--- src/rtl/hack_mem_pkg.sv ---
// Shared constants and enumerations for the Hack data-RAM arbiter.
package hack_mem_pkg;

    // RAM word address of screen offset 0 and of the keyboard register.
    localparam logic [14:0] SCREEN_BASE = 15'h4000;
    localparam logic [14:0] KBD_ADDR    = 15'h6000;

    // Data-phase state of the arbiter: which access, if any, owns this cycle.
    typedef enum logic [1:0] {
        IDLE     = 2'd0,
        CPU_DATA = 2'd1,
        VID_DATA = 2'd2
    } state_e;

    // CPU address region: real RAM, the keyboard register, or unmapped space.
    typedef enum logic [1:0] {
        RGN_RAM  = 2'd0,
        RGN_KBD  = 2'd1,
        RGN_NONE = 2'd2
    } region_e;

endpackage

--- src/rtl/hack_addr_decode.sv ---
// Combinational decode of a 15-bit CPU word address into its region.
module hack_addr_decode
    import hack_mem_pkg::*;
(
    input  logic [14:0] addr_i,
    output region_e     region_o
);

    // Below the keyboard is RAM, the keyboard is one word, everything above reads as 0.
    always_comb begin
        region_o = RGN_NONE;
        if (addr_i < KBD_ADDR) begin
            region_o = RGN_RAM;
        end else if (addr_i == KBD_ADDR) begin
            region_o = RGN_KBD;
        end
    end

endmodule

--- src/rtl/hack_mem_arbiter.sv ---
// Shares the single-port Hack data RAM between the CPU data port and the video
// scanout reader, and maps the keyboard register at 0x6000.
//
// Handshakes: both requesters hold a level request with stable address/data
// until served. Video is served in the cycle vid_ack pulses (issue cycle) and
// its data arrives with vid_rvalid one cycle later. The CPU is served at the
// edge ending its issue cycle; cpu_ce pulses in the following data-phase cycle,
// and a cpu_req still high during that cycle is the old, already-served access.
module hack_mem_arbiter
    import hack_mem_pkg::*;
#(
    parameter int CPU_MAX_WAIT = 2
) (
    input  logic        clk,
    input  logic        reset,
    input  logic        cpu_req,
    input  logic [14:0] cpu_addr,
    input  logic        cpu_we,
    input  logic [15:0] cpu_wdata,
    output logic [15:0] cpu_rdata,
    output logic        cpu_ce,
    input  logic        vid_req,
    input  logic [12:0] vid_addr,
    output logic        vid_ack,
    output logic        vid_rvalid,
    output logic [15:0] vid_rdata,
    input  logic [15:0] kbd_data,
    output logic [14:0] ram_addr,
    output logic        ram_we,
    output logic [15:0] ram_wdata,
    input  logic [15:0] ram_rdata,
    output logic [1:0]  dbg_state
);

    localparam int                WAIT_W   = (CPU_MAX_WAIT < 1) ? 1 : $clog2(CPU_MAX_WAIT + 1);
    localparam logic [WAIT_W-1:0] WAIT_MAX = WAIT_W'(CPU_MAX_WAIT);

    state_e             state_q, state_d;
    region_e            region_q, region_d;
    region_e            cpu_region;
    logic [WAIT_W-1:0]  cpu_wait_q, cpu_wait_d;
    logic [14:0]        ram_addr_q, ram_addr_d;
    logic [15:0]        ram_wdata_q, ram_wdata_d;
    logic               ram_we_q, ram_we_d;

    logic               cpu_elig;
    logic               cpu_grant;
    logic               vid_grant;

    hack_addr_decode u_decode (
        .addr_i   (cpu_addr),
        .region_o (cpu_region)
    );

    // Video wins by default; the CPU wins once it has lost CPU_MAX_WAIT times.
    assign cpu_elig  = cpu_req && (state_q != CPU_DATA);
    assign cpu_grant = cpu_elig && (!vid_req || (cpu_wait_q == WAIT_MAX));
    assign vid_grant = vid_req && !cpu_grant;

    // Ack is the issue-cycle pulse; it must stay low while reset is held.
    assign vid_ack   = vid_grant && !reset;

    assign ram_addr  = ram_addr_q;
    assign ram_we    = ram_we_q;
    assign ram_wdata = ram_wdata_q;
    assign dbg_state = state_q;

    // Next-state: issue the winning access into the RAM registers for its data phase.
    always_comb begin
        state_d     = IDLE;
        region_d    = region_q;
        cpu_wait_d  = cpu_wait_q;
        ram_addr_d  = ram_addr_q;
        ram_wdata_d = ram_wdata_q;
        ram_we_d    = 1'b0;
        if (cpu_grant) begin
            state_d     = CPU_DATA;
            region_d    = cpu_region;
            cpu_wait_d  = '0;
            ram_addr_d  = cpu_addr;
            ram_wdata_d = cpu_wdata;
            // Writes to the keyboard or unmapped space never reach the RAM.
            ram_we_d    = cpu_we && (cpu_region == RGN_RAM);
        end else if (vid_grant) begin
            state_d    = VID_DATA;
            ram_addr_d = SCREEN_BASE + {2'b00, vid_addr};
        end
        if (!cpu_grant && cpu_elig && (cpu_wait_q != WAIT_MAX)) begin
            cpu_wait_d = cpu_wait_q + 1'b1;
        end
    end

    // State and RAM-side registers; reset drops any access in flight.
    always_ff @(posedge clk or posedge reset) begin
        if (reset) begin
            state_q     <= IDLE;
            region_q    <= RGN_NONE;
            cpu_wait_q  <= '0;
            ram_addr_q  <= '0;
            ram_wdata_q <= '0;
            ram_we_q    <= 1'b0;
        end else begin
            state_q     <= state_d;
            region_q    <= region_d;
            cpu_wait_q  <= cpu_wait_d;
            ram_addr_q  <= ram_addr_d;
            ram_wdata_q <= ram_wdata_d;
            ram_we_q    <= ram_we_d;
        end
    end

    // Data-phase outputs: completion pulses and the read-data mux.
    always_comb begin
        cpu_ce     = 1'b0;
        cpu_rdata  = '0;
        vid_rvalid = 1'b0;
        vid_rdata  = '0;
        case (state_q)
            CPU_DATA: begin
                cpu_ce = 1'b1;
                case (region_q)
                    RGN_RAM: cpu_rdata = ram_rdata;
                    RGN_KBD: cpu_rdata = kbd_data;
                    default: cpu_rdata = '0;
                endcase
            end
            VID_DATA: begin
                vid_rvalid = 1'b1;
                vid_rdata  = ram_rdata;
            end
            default: ;
        endcase
    end

endmodule
--- config.mk ---
export PLATFORM = sky130hd
export DESIGN_NAME = hack_mem_arbiter
export DESIGN_NICKNAME = d
export VERILOG_FILES = /design/src/rtl/hack_mem_pkg.sv /design/src/rtl/hack_addr_decode.sv /design/src/rtl/hack_mem_arbiter.sv
export SDC_FILE = /design/constraint.sdc
export NUM_CORES = 1
export LEC_CHECK = 0
export BUFFER_PORTS_ARGS = -buffer_cell sky130_fd_sc_hd__buf_2
export CORE_MARGIN = 2
export CORE_UTILIZATION = 44
export DETAILED_ROUTE_END_ITERATION = 10
export PLACE_DENSITY = 0.89
export SETUP_SLACK_MARGIN = 0.5
export SYNTH_ARGS = -nofsm -noshare
export SYNTH_HDL_FRONTEND = slang
export SYNTH_SLANG_ARGS = --single-unit
export TNS_END_PERCENT = 50
--- constraint.sdc ---
create_clock -name clk -period 3.5 [get_ports clk]
set_input_delay 0 -clock clk [delete_from_list [all_inputs] [get_ports clk]]
set_output_delay 0 -clock clk [all_outputs]
set_load 0.01 [all_outputs]
**Word-level counts from Yosys, hierarchy flattened**

Index checks and enable logic that the tools add are counted.

- Bits in registers: 38
- Input port bits: 81
- Output and inout bits: 69
- Logic and storage cells: 45

- Add/subtract/negate cells: 2
- Order comparisons: 1
- Equal/unequal tests: 7
- Mux-type cells: 14
- Reduce and logical (&&, ||, !) cells: 15

Operators with widths:

| operator | count |
|---|---|
| $mux 16 | 2 |
| $pmux 16 s2 | 1 |
| $mux 15 | 2 |
| $add 15x13->15 const A | 1 |
| $eq 15x15->1 const B | 1 |
| $lt 15x15->1 const B | 1 |
| $mux 2 | 6 |
| $logic_and 1x1->1 | 7 |
| $eq 2x1->1 const B | 2 |
| $eq 2x2->1 const B | 2 |
| $logic_not 2->1 | 2 |
| $reduce_bool 2->1 | 2 |
| $logic_not 1->1 | 3 |
| $mux 1 | 3 |
| $add 2x1->2 const B | 1 |
| $ne 2x1->1 const B | 1 |
| $ne 2x2->1 const B | 1 |
| $logic_or 1x1->1 | 1 |

**Depth between registers and ports, before layout**

Gate-level depths: netlist of run 1.

- Word-level depth: 7
- Depth in mapped cells: 8
- Depth with buffers taken out: 7

**Cells and area by module**

Synthesis of run 1 repeated with hierarchy kept, for this count alone.

- Cells, all modules: 193
- Area total of the unflattened synthesis: 2165.8 um^2

By module, submodules not included:

| module | times used | cells each | area an instance (um^2) | seq. area each (um^2) |
|---|---|---|---|---|
| hack_mem_arbiter | 1 | 185 | 2117.0 | 952.2 |
| hack_addr_decode | 1 | 8 | 48.8 | 0.0 |

**Worst setup path before layout of run 1**

Ideal clock, no wire load.

- Kind: register to register
- Start: reg cpu_wait_q[0]
- End: reg ram_addr_q[0] (netlist: ram_addr[0])
- Library setup time: 0.127 ns
- Arrival: 1.333 ns
- Required time: 3.373 ns
- Setup slack: 2.040 ns
- Cell stages (with the launch flop): 9
- Buffers on the path: 1
- Period minus slack after synthesis: 1.460 ns
- Cells stage by stage: dfrtp_1 -> inv_1 -> ha_1 -> nand2b_1 -> nand3_4 -> inv_2 -> buf_2 -> a22oi_1 -> o21ai_1

- Longest elaborated chain between the ends: 6
- Elaborated cells on any way between the ends: 7
- Classes of those cells: eq/ne (1); mux (1); reduce/logical (5)

RTL lines:

| item | RTL line | RTL |
|---|---|---|
| start: declaration | hack_mem_arbiter.sv:41 | `logic [WAIT_W-1:0] cpu_wait_q, cpu_wait_d;` |
| start signal: assignment | hack_mem_arbiter.sv:105 | `cpu_wait_q <= cpu_wait_d;` |
| $eq 2x2->1 (*) | hack_mem_arbiter.sv:57 | `assign cpu_grant = cpu_elig && (!vid_req \|\| (cpu_wait_q == WAIT_MAX));` |
| $logic_or 1x1->1 (*) | hack_mem_arbiter.sv:57 |  |
| $logic_and 1x1->1 (*) | hack_mem_arbiter.sv:57 |  |
| $logic_not 1->1 | hack_mem_arbiter.sv:58 | `assign vid_grant = vid_req && !cpu_grant;` |
| $logic_and 1x1->1 | hack_mem_arbiter.sv:58 |  |
| $reduce_bool 2->1 (no source line) | n/a |  |
| end signal: assignment | hack_mem_arbiter.sv:106 | `ram_addr_q <= ram_addr_d;` |
| end: declaration | hack_mem_arbiter.sv:42 | `logic [14:0] ram_addr_q, ram_addr_d;` |

Mark *: on every way between the ends. The rest lies on a longest branch, timed or not.
A chain may end at the register's enable or synchronous reset.

**Final worst setup path of run 1**

- Start: reg cpu_wait_q[0]
- End: reg ram_addr_q[12] (netlist: ram_addr[12])

Same word-level chain as after synthesis.

==> metrics.cfg, run 1 <==
[run_status]
status = finished, final reports clean

[clock_network]
cts.sinks = 38
clkTransAtPathRegs_ps = 70
cts_buffers = 5
cts_root_buf = clkbuf_8
clock_latency_ps = 280
clock_path_buffers = 2
cts_tree = yes
h-tree-depth = 2
cts_setup_buffers = 0

[floorplanning]
die_x_um = 72.2
io_pins = 150
die_y_um = 72.2
dieArea_sq_mm = 0.00521
core_sq_mm = 0.00441
rows = 24
start_util_pct = 46.3

[sta]
rsz0062_at_grt = no
tightest_slew_ps = 855
finalCritPeriodShare_pct = 68.1
hold_viol_final = 0
skew_ps = 3.12
whs_ps = 7.97
finalSetupViolCount = 0
maxSlewViolCount = 0
min_period_ps = 2390
max_freq_mhz = 419
tns_ps = 0
slew_headroom_pct = 43.0

[setup_path]
startpoint = cpu_wait_q[0]
cp-end-kind = flop
r2r_start = cpu_wait_q[0]
crit_chain = inv_1 > ha_1 > nand2b_1 > nand3_4 > inv_2 > a22oi_1 > o21ai_1 > dlygate4sd3_1
cp_top_family = buffers and inverters
critPathSlowestCell = dlygate4sd3_1
rrSetupSlack_ps = 1110
start_kind = flop
r2r_end = ram_addr[12]
rr_worst_depth = 8
crit_cells = 8
cpPeakStageDelay_ps = 560
cp_max_fo = 27
critPathKind = flop to flop
cp.required_ps = 3720
crit_end = ram_addr[12]
cp.arrival_ps = 2600
cp_num_buf_inv = 3

[global_routing]
antenna_found_initial = 0
grt_pass1_wl_um = 10400
grt_overflow = 0
grt_util_all_layers_pct = 25.5
grt_max_degree = 31
grt_pass1_vias = 2315

[power]
power_frac_seq_pct = 41.1
pwr-share-clk_pct = 26.4
netSwitchingFraction_pct = 31.4
p_sw_w = 0.000443
pwr_density_cell_mw_per_mm2 = 442
peakVddDrop_v = 0.000337
p_leak_nw = 1.74
power.internal_w = 0.000968
p_comb_share_pct = 32.5
report.power.total_w = 0.00141

[route]
ant_nets = 0
post_drt_wl_per_cell_um = 14.4
vias_per_cell = 5.12
drt_wl_total_um = 6510
num_vias = 2314
drc = 0
drt_iter0_drc = 43
dr.pass1.iters = 4

[job]
cap_violations = 0

[place]
io_buffers = 149
placed_cell_area_sq_mm = 0.00275
routabilityCongestion = 0.748
hpwl_um = 4500

[final_layout]
finalInstanceArea_sq_mm = 0.00319
drive_gt1_share_pct = 41.3
area_growth_pct = 56.2
fin_nets = 482
diodes = 0

[synthesis]
synth_nets = 305
syn_area_sq_mm = 0.00204
ys_seq_area_share_pct = 46.6
syn_avg_cell_area_sq_um = 9.17
synth-seq-cells = 38
synth_area_leaders = dfrtp_1 (45%), mux2i_1 (10%), nand2_1 (9.5%), and2_1 (4.9%), nor2_1 (4.8%)
synth.distinct_cells = 38
syn_inst = 223
synth_top_area_cell = dfrtp_1
yosys.area.top_type_share_pct = 45.3
synth_warnings = 0

[hold_path]
hold_path_class = primary input to flop
worstHoldStart = vid_addr[3]

-- flip-flops by register name (all words and copies together) (netlist names) --
name	count
cpu_wait_q	2
dbg_state	2
ram_addr	15
ram_wdata	16
ram_we	1
region_q	2
-- tightest hold or removal path, stage by stage --
cell	delay, ps
buf_2	80
o22ai_1	50
a21oi_1	110
-- metal layers --
metal  track usage (%)  vias up  share of wire, %  wire length [um]
met2              47.6      119                53              3470
met1              28.1     1075                35              2300
met5                 0        -                 0                 0
met3              5.69       18               8.5               552
met4              9.43        0               2.9               191
li1                  -     1102                 -                 -
-- worst min-delay path by stage --
stage	end	slack, ps	cells after the start
2_1_floorplan	vid_ack	50	1
3_3_place_gp	ram_addr[1]	-20	2
3_5_place_dp	ram_addr[1]	0.8	2
4_1_cts	ram_addr[9]	2	3
5_1_grt	ram_addr[9]	20	3
6_report	ram_addr[3]	8	3
-- final cells by class --
type                            instances  area (sq um)
Fill cell                             341          1220
Timing Repair Buffer                  183          1080
Sequential cell                        38           952
Multi-Input combinational cell        161           938
Clock buffer                            6          82.6
Tap cell                               52          65.1
Inverter                               11          41.3
Clock inverter                          1          30.0
-- power groups by stage --
stage / clock [W] / combinational (W) / sequential (W)
global placement: 0 / 0.000413 / 0.000583
floorplan: 0 / 0.000205 / 0.000621
CTS: 0.000379 / 0.000458 / 0.000579
global route: 0.000393 / 0.000510 / 0.000591
finish: 0.000372 / 0.000459 / 0.000580
detailed placement: 0 / 0.000426 / 0.000586
-- cell usage in the layout, fill, tap and decap left out, types with 2 or more instances in the layout --
cell type / n
buf_2: 149
nand2_1: 52
dfrtp_1: 37
dlygate4sd3_1: 33
nor2_1: 26
mux2i_1: 21
and2_1: 16
inv_1: 10
a21oi_1: 6
clkbuf_8: 6
o22ai_1: 5
a22oi_1: 3
o21ai_1: 3
o32ai_1: 3
nor4_1: 2
nor3_1: 2
a22o_1: 2
nor3_2: 2
a311oi_1: 2
o21ai_0: 2
-- per-stage QoR --
step                setup slack, ps  util, %  std cells
detailed placement             1640     62.3        412
floorplan                      2040        -        223
global route                    888     72.3        452
CTS                            1130     72.3        452
global placement               1780     62.3        412
finish                         1110     72.3        452
-- cell families after synthesis --
kind of cell	share of synthesized area, %
AO/OA/AOI/OAI	9.61
AND/OR/NAND/NOR	25.4
buffers and inverters	7.53
multiplexers	10.3
adder cells (fa/ha/maj)	0.612
flip-flops	46.6
-- cells in the mapped netlist --
master / instances
o32ai_1: 3
a31o_2: 1
or3_1: 1
and2_1: 16
nand2_1: 52
nor2_1: 26
clkbuf_1: 1
inv_2: 1
and2b_1: 1
ha_1: 1
a22o_1: 2
o21ai_1: 3
o21ai_0: 2
inv_1: 10
nand2b_1: 1
o31ai_1: 1
o22ai_1: 5
nor3_1: 2
and2_4: 1
nor3_2: 2
nand2b_4: 1
or2_1: 1
a21oi_1: 6
buf_2: 6
and3_1: 1
buf_6: 4
nand3_4: 1
nand4_1: 1
a22oi_1: 3
clkbuf_8: 1
mux2i_1: 21
a311oi_1: 2
dfrtp_1: 37
dfstp_2: 1
nand3_1: 1
nor4_1: 2
buf_12: 1
o32a_1: 1
-- what timing repair did --
action / CTS / global route
gates resized for setup: 0 / 0
hold buffers: 33 / 0
endpoints found under the hold margin: 38 / 0
Power figures use the tool's default switching activity.
==> run 2, diff against run 1 <==
--- a/config.mk
+++ b/config.mk
@@ -7,9 +7,9 @@
 export LEC_CHECK = 0
 export BUFFER_PORTS_ARGS = -buffer_cell sky130_fd_sc_hd__buf_2
 export CORE_MARGIN = 2
-export CORE_UTILIZATION = 44
+export CORE_UTILIZATION = 37
 export DETAILED_ROUTE_END_ITERATION = 10
-export PLACE_DENSITY = 0.89
+export PLACE_DENSITY = 0.8
 export SETUP_SLACK_MARGIN = 0.5
 export SYNTH_ARGS = -nofsm -noshare
 export SYNTH_HDL_FRONTEND = slang
==> constraint.sdc (replaced) <==
create_clock -name clk -period 2.1 [get_ports clk]
set_input_delay 0 -clock clk [delete_from_list [all_inputs] [get_ports clk]]
set_output_delay 0 -clock clk [all_outputs]
set_load 0.01 [all_outputs]
==> metrics.cfg, run 2 (same netlist as run 1, synthesis figures left out) <==
[route]
drt_iter0_drc = 50  ; +16%
num_vias = 2293  ; -0.91%
ant_nets = 0  ; unchanged
drt_wl_total_um = 6440  ; -1.1%
post_drt_wl_per_cell_um = 13.4  ; -6.7%
drc = 0  ; unchanged
vias_per_cell = 4.79  ; -6.5%
dr.pass1.iters = 4  ; unchanged

[final_layout]
multi_input_area_sq_um = 952  ; +1.5%
diodes = 0  ; unchanged
fin_nets = 488  ; +1.2%
post-route-util_pct = 60.5  ; -12 points
largest_register_ffs = 16  ; unchanged
finalInstanceArea_sq_mm = 0.00327  ; +2.4%
drive_gt1_share_pct = 41.8  ; +0.52 points
area_growth_pct = 59.9
final_common_cell = buf_2
num-fill-cells = 459  ; +35%
final_cell_mix = buf_2 (149), nand2_1 (52), dfrtp_1 (37)
final-seq-area_sq_um = 952  ; unchanged

[clock_network]
clock_path_buffers = 2  ; unchanged
cts.sinks = 38  ; unchanged
h-tree-depth = 2  ; unchanged
clkTransAtPathRegs_ps = 70  ; about the same
cts_buffers = 5  ; unchanged
clock_latency_ps = 280  ; about the same
cts_root_buf = clkbuf_8
cts_tree = yes

[floorplanning]
core_sq_mm = 0.00541  ; +22%
io_pins = 150  ; unchanged
die_y_um = 78.3  ; +8.5%
start_util_pct = 37.8  ; -8.5 points
die_x_um = 78.3  ; +8.5%
dieArea_sq_mm = 0.00614  ; +18%
rows = 27  ; +13%

[setup_path]
cp_max_fo = 22  ; -19%
start_kind = flop
cp-end-kind = flop
crit_chain = inv_1 > ha_1 > nand2b_2 > nand3_4 > inv_4 > a22oi_1 > o21ai_1
critPathKind = flop to flop
cp.required_ps = 2260  ; -1460 ps
cp.arrival_ps = 1670  ; -930 ps
rr_worst_depth = 7  ; -1
critPathSlowestCell = dfrtp_1
rrSetupSlack_ps = 590  ; -530 ps
cpPeakStageDelay_ps = 340  ; -220 ps

[sta]
rsz0062_at_grt = yes
max_freq_mhz = 661  ; +58%
maxSlewViolCount = 0  ; unchanged
tns_ps = 0  ; unchanged
whs_ps = 9.29  ; +1.32 ps
tightest_slew_ps = 465  ; -390 ps
fin_ws_ps = 588  ; -527 ps
slew_headroom_pct = 69.0  ; +26 points
hold_viol_final = 0  ; unchanged
skew_ps = 5.09  ; +1.97 ps
finalCritPeriodShare_pct = 72.0  ; +3.9 points
finalSetupViolCount = 0  ; unchanged
min_period_ps = 1510  ; -873 ps

[global_routing]
grt_overflow = 0  ; unchanged
grt_pass1_wl_um = 10100  ; -3.2%
grt_max_degree = 39  ; +26%
antenna_found_initial = 0  ; unchanged
grt_util_all_layers_pct = 20.7  ; -4.8 points
grt_pass1_vias = 2225  ; -3.9%

[power]
p_leak_nw = 1.76  ; +1.3%
peakVddDrop_v = 0.000516  ; +53%
pwr_density_cell_mw_per_mm2 = 690  ; +56%

[hold_path]
hold_path_depth = 3  ; unchanged
hold_path_class = primary input to flop

[place]
routabilityCongestion = 0.768  ; +2.7%
place_ws_ps = 520  ; -1120 ps
placed_cell_area_sq_mm = 0.00279  ; +1.5%
hpwl_um = 4420  ; -1.8%
io_buffers = 149  ; unchanged

[job]
cap_violations = 0  ; unchanged

[run_status]
status = finished, final reports clean

==> run 2: cell types whose count changed in the layout (fill, tap and decap cells not counted), sizes merged <==
cell | before | now
buf | 150 | 153
bufinv | 1 | 0
clkbuf | 6 | 7
clkinv | 0 | 1
dlygate4sd3 | 33 | 36
==> run 2: metrics by stage <==
step	instances	power (W)
after floorplan	223	0.00138
after global placement	434	0.00167
after detailed placement	434	0.00170
after CTS	478	0.00225
after global routing	479	0.00240
final	479	0.00226
==> run 2: layer usage <==
layer | track usage (%) | part of all wire (%) | up-vias
li1 | - | - | 1107
met1 | 22.9 | 39 | 1049
met2 | 38.8 | 50 | 125
met3 | 4.60 | 8.4 | 12
met4 | 7.37 | 1.9 | 0
met5 | 0 | 0 | -
==> run 2: timing repair <==
action | CTS | global route
cloned | 0 | 0
gates resized for setup | 2 | 5
setup buffers | 0 | 1
pin swaps | 0 | 1
endpoints found under the hold margin | 68 | 0
setup endpoints to repair | 16 | 37
hold buffers | 36 | 0
==> run 2: final timing paths <==
check                              startpoint       endpoint
worst max-delay path            cpu_wait_q[0]   ram_addr[12]
worst min-delay path              vid_addr[4]    ram_addr[4]
worst max register to register  cpu_wait_q[0]   ram_addr[12]
worst min register to register   ram_wdata[8]   ram_wdata[8]
max in group asynchronous               reset    region_q[1]
min in group asynchronous               reset  ram_wdata[13]
==> run 2: power breakdown <==
group          switching (W)  internal, W  total (W)
clock               0.000240     0.000265   0.000504
combinational       0.000419     0.000363   0.000782
sequential         0.0000881     0.000883   0.000971
total               0.000747      0.00151    0.00226
==> run 2: worst max-delay path: cells and delay by family (launching register included) <==
| kind | cells | cell delay [ps] |
|---|---|---|
| compound gates | 2 | 320 |
| fa+ha+maj | 1 | 230 |
| buf+inv | 2 | 160 |
| flops | 1 | 340 |
| simple gates | 2 | 340 |
==> run 2: cell type report <==
cell class / count / share of cell area [%]
well taps: 72 / 2.76
flip-flops and latches: 38 / 29.1
repair buffers: 189 / 34.9
clock inverters: 1 / 0.153
clock buffers: 7 / 2.64
inverters: 11 / 1.34
multi-input cells: 161 / 29.1
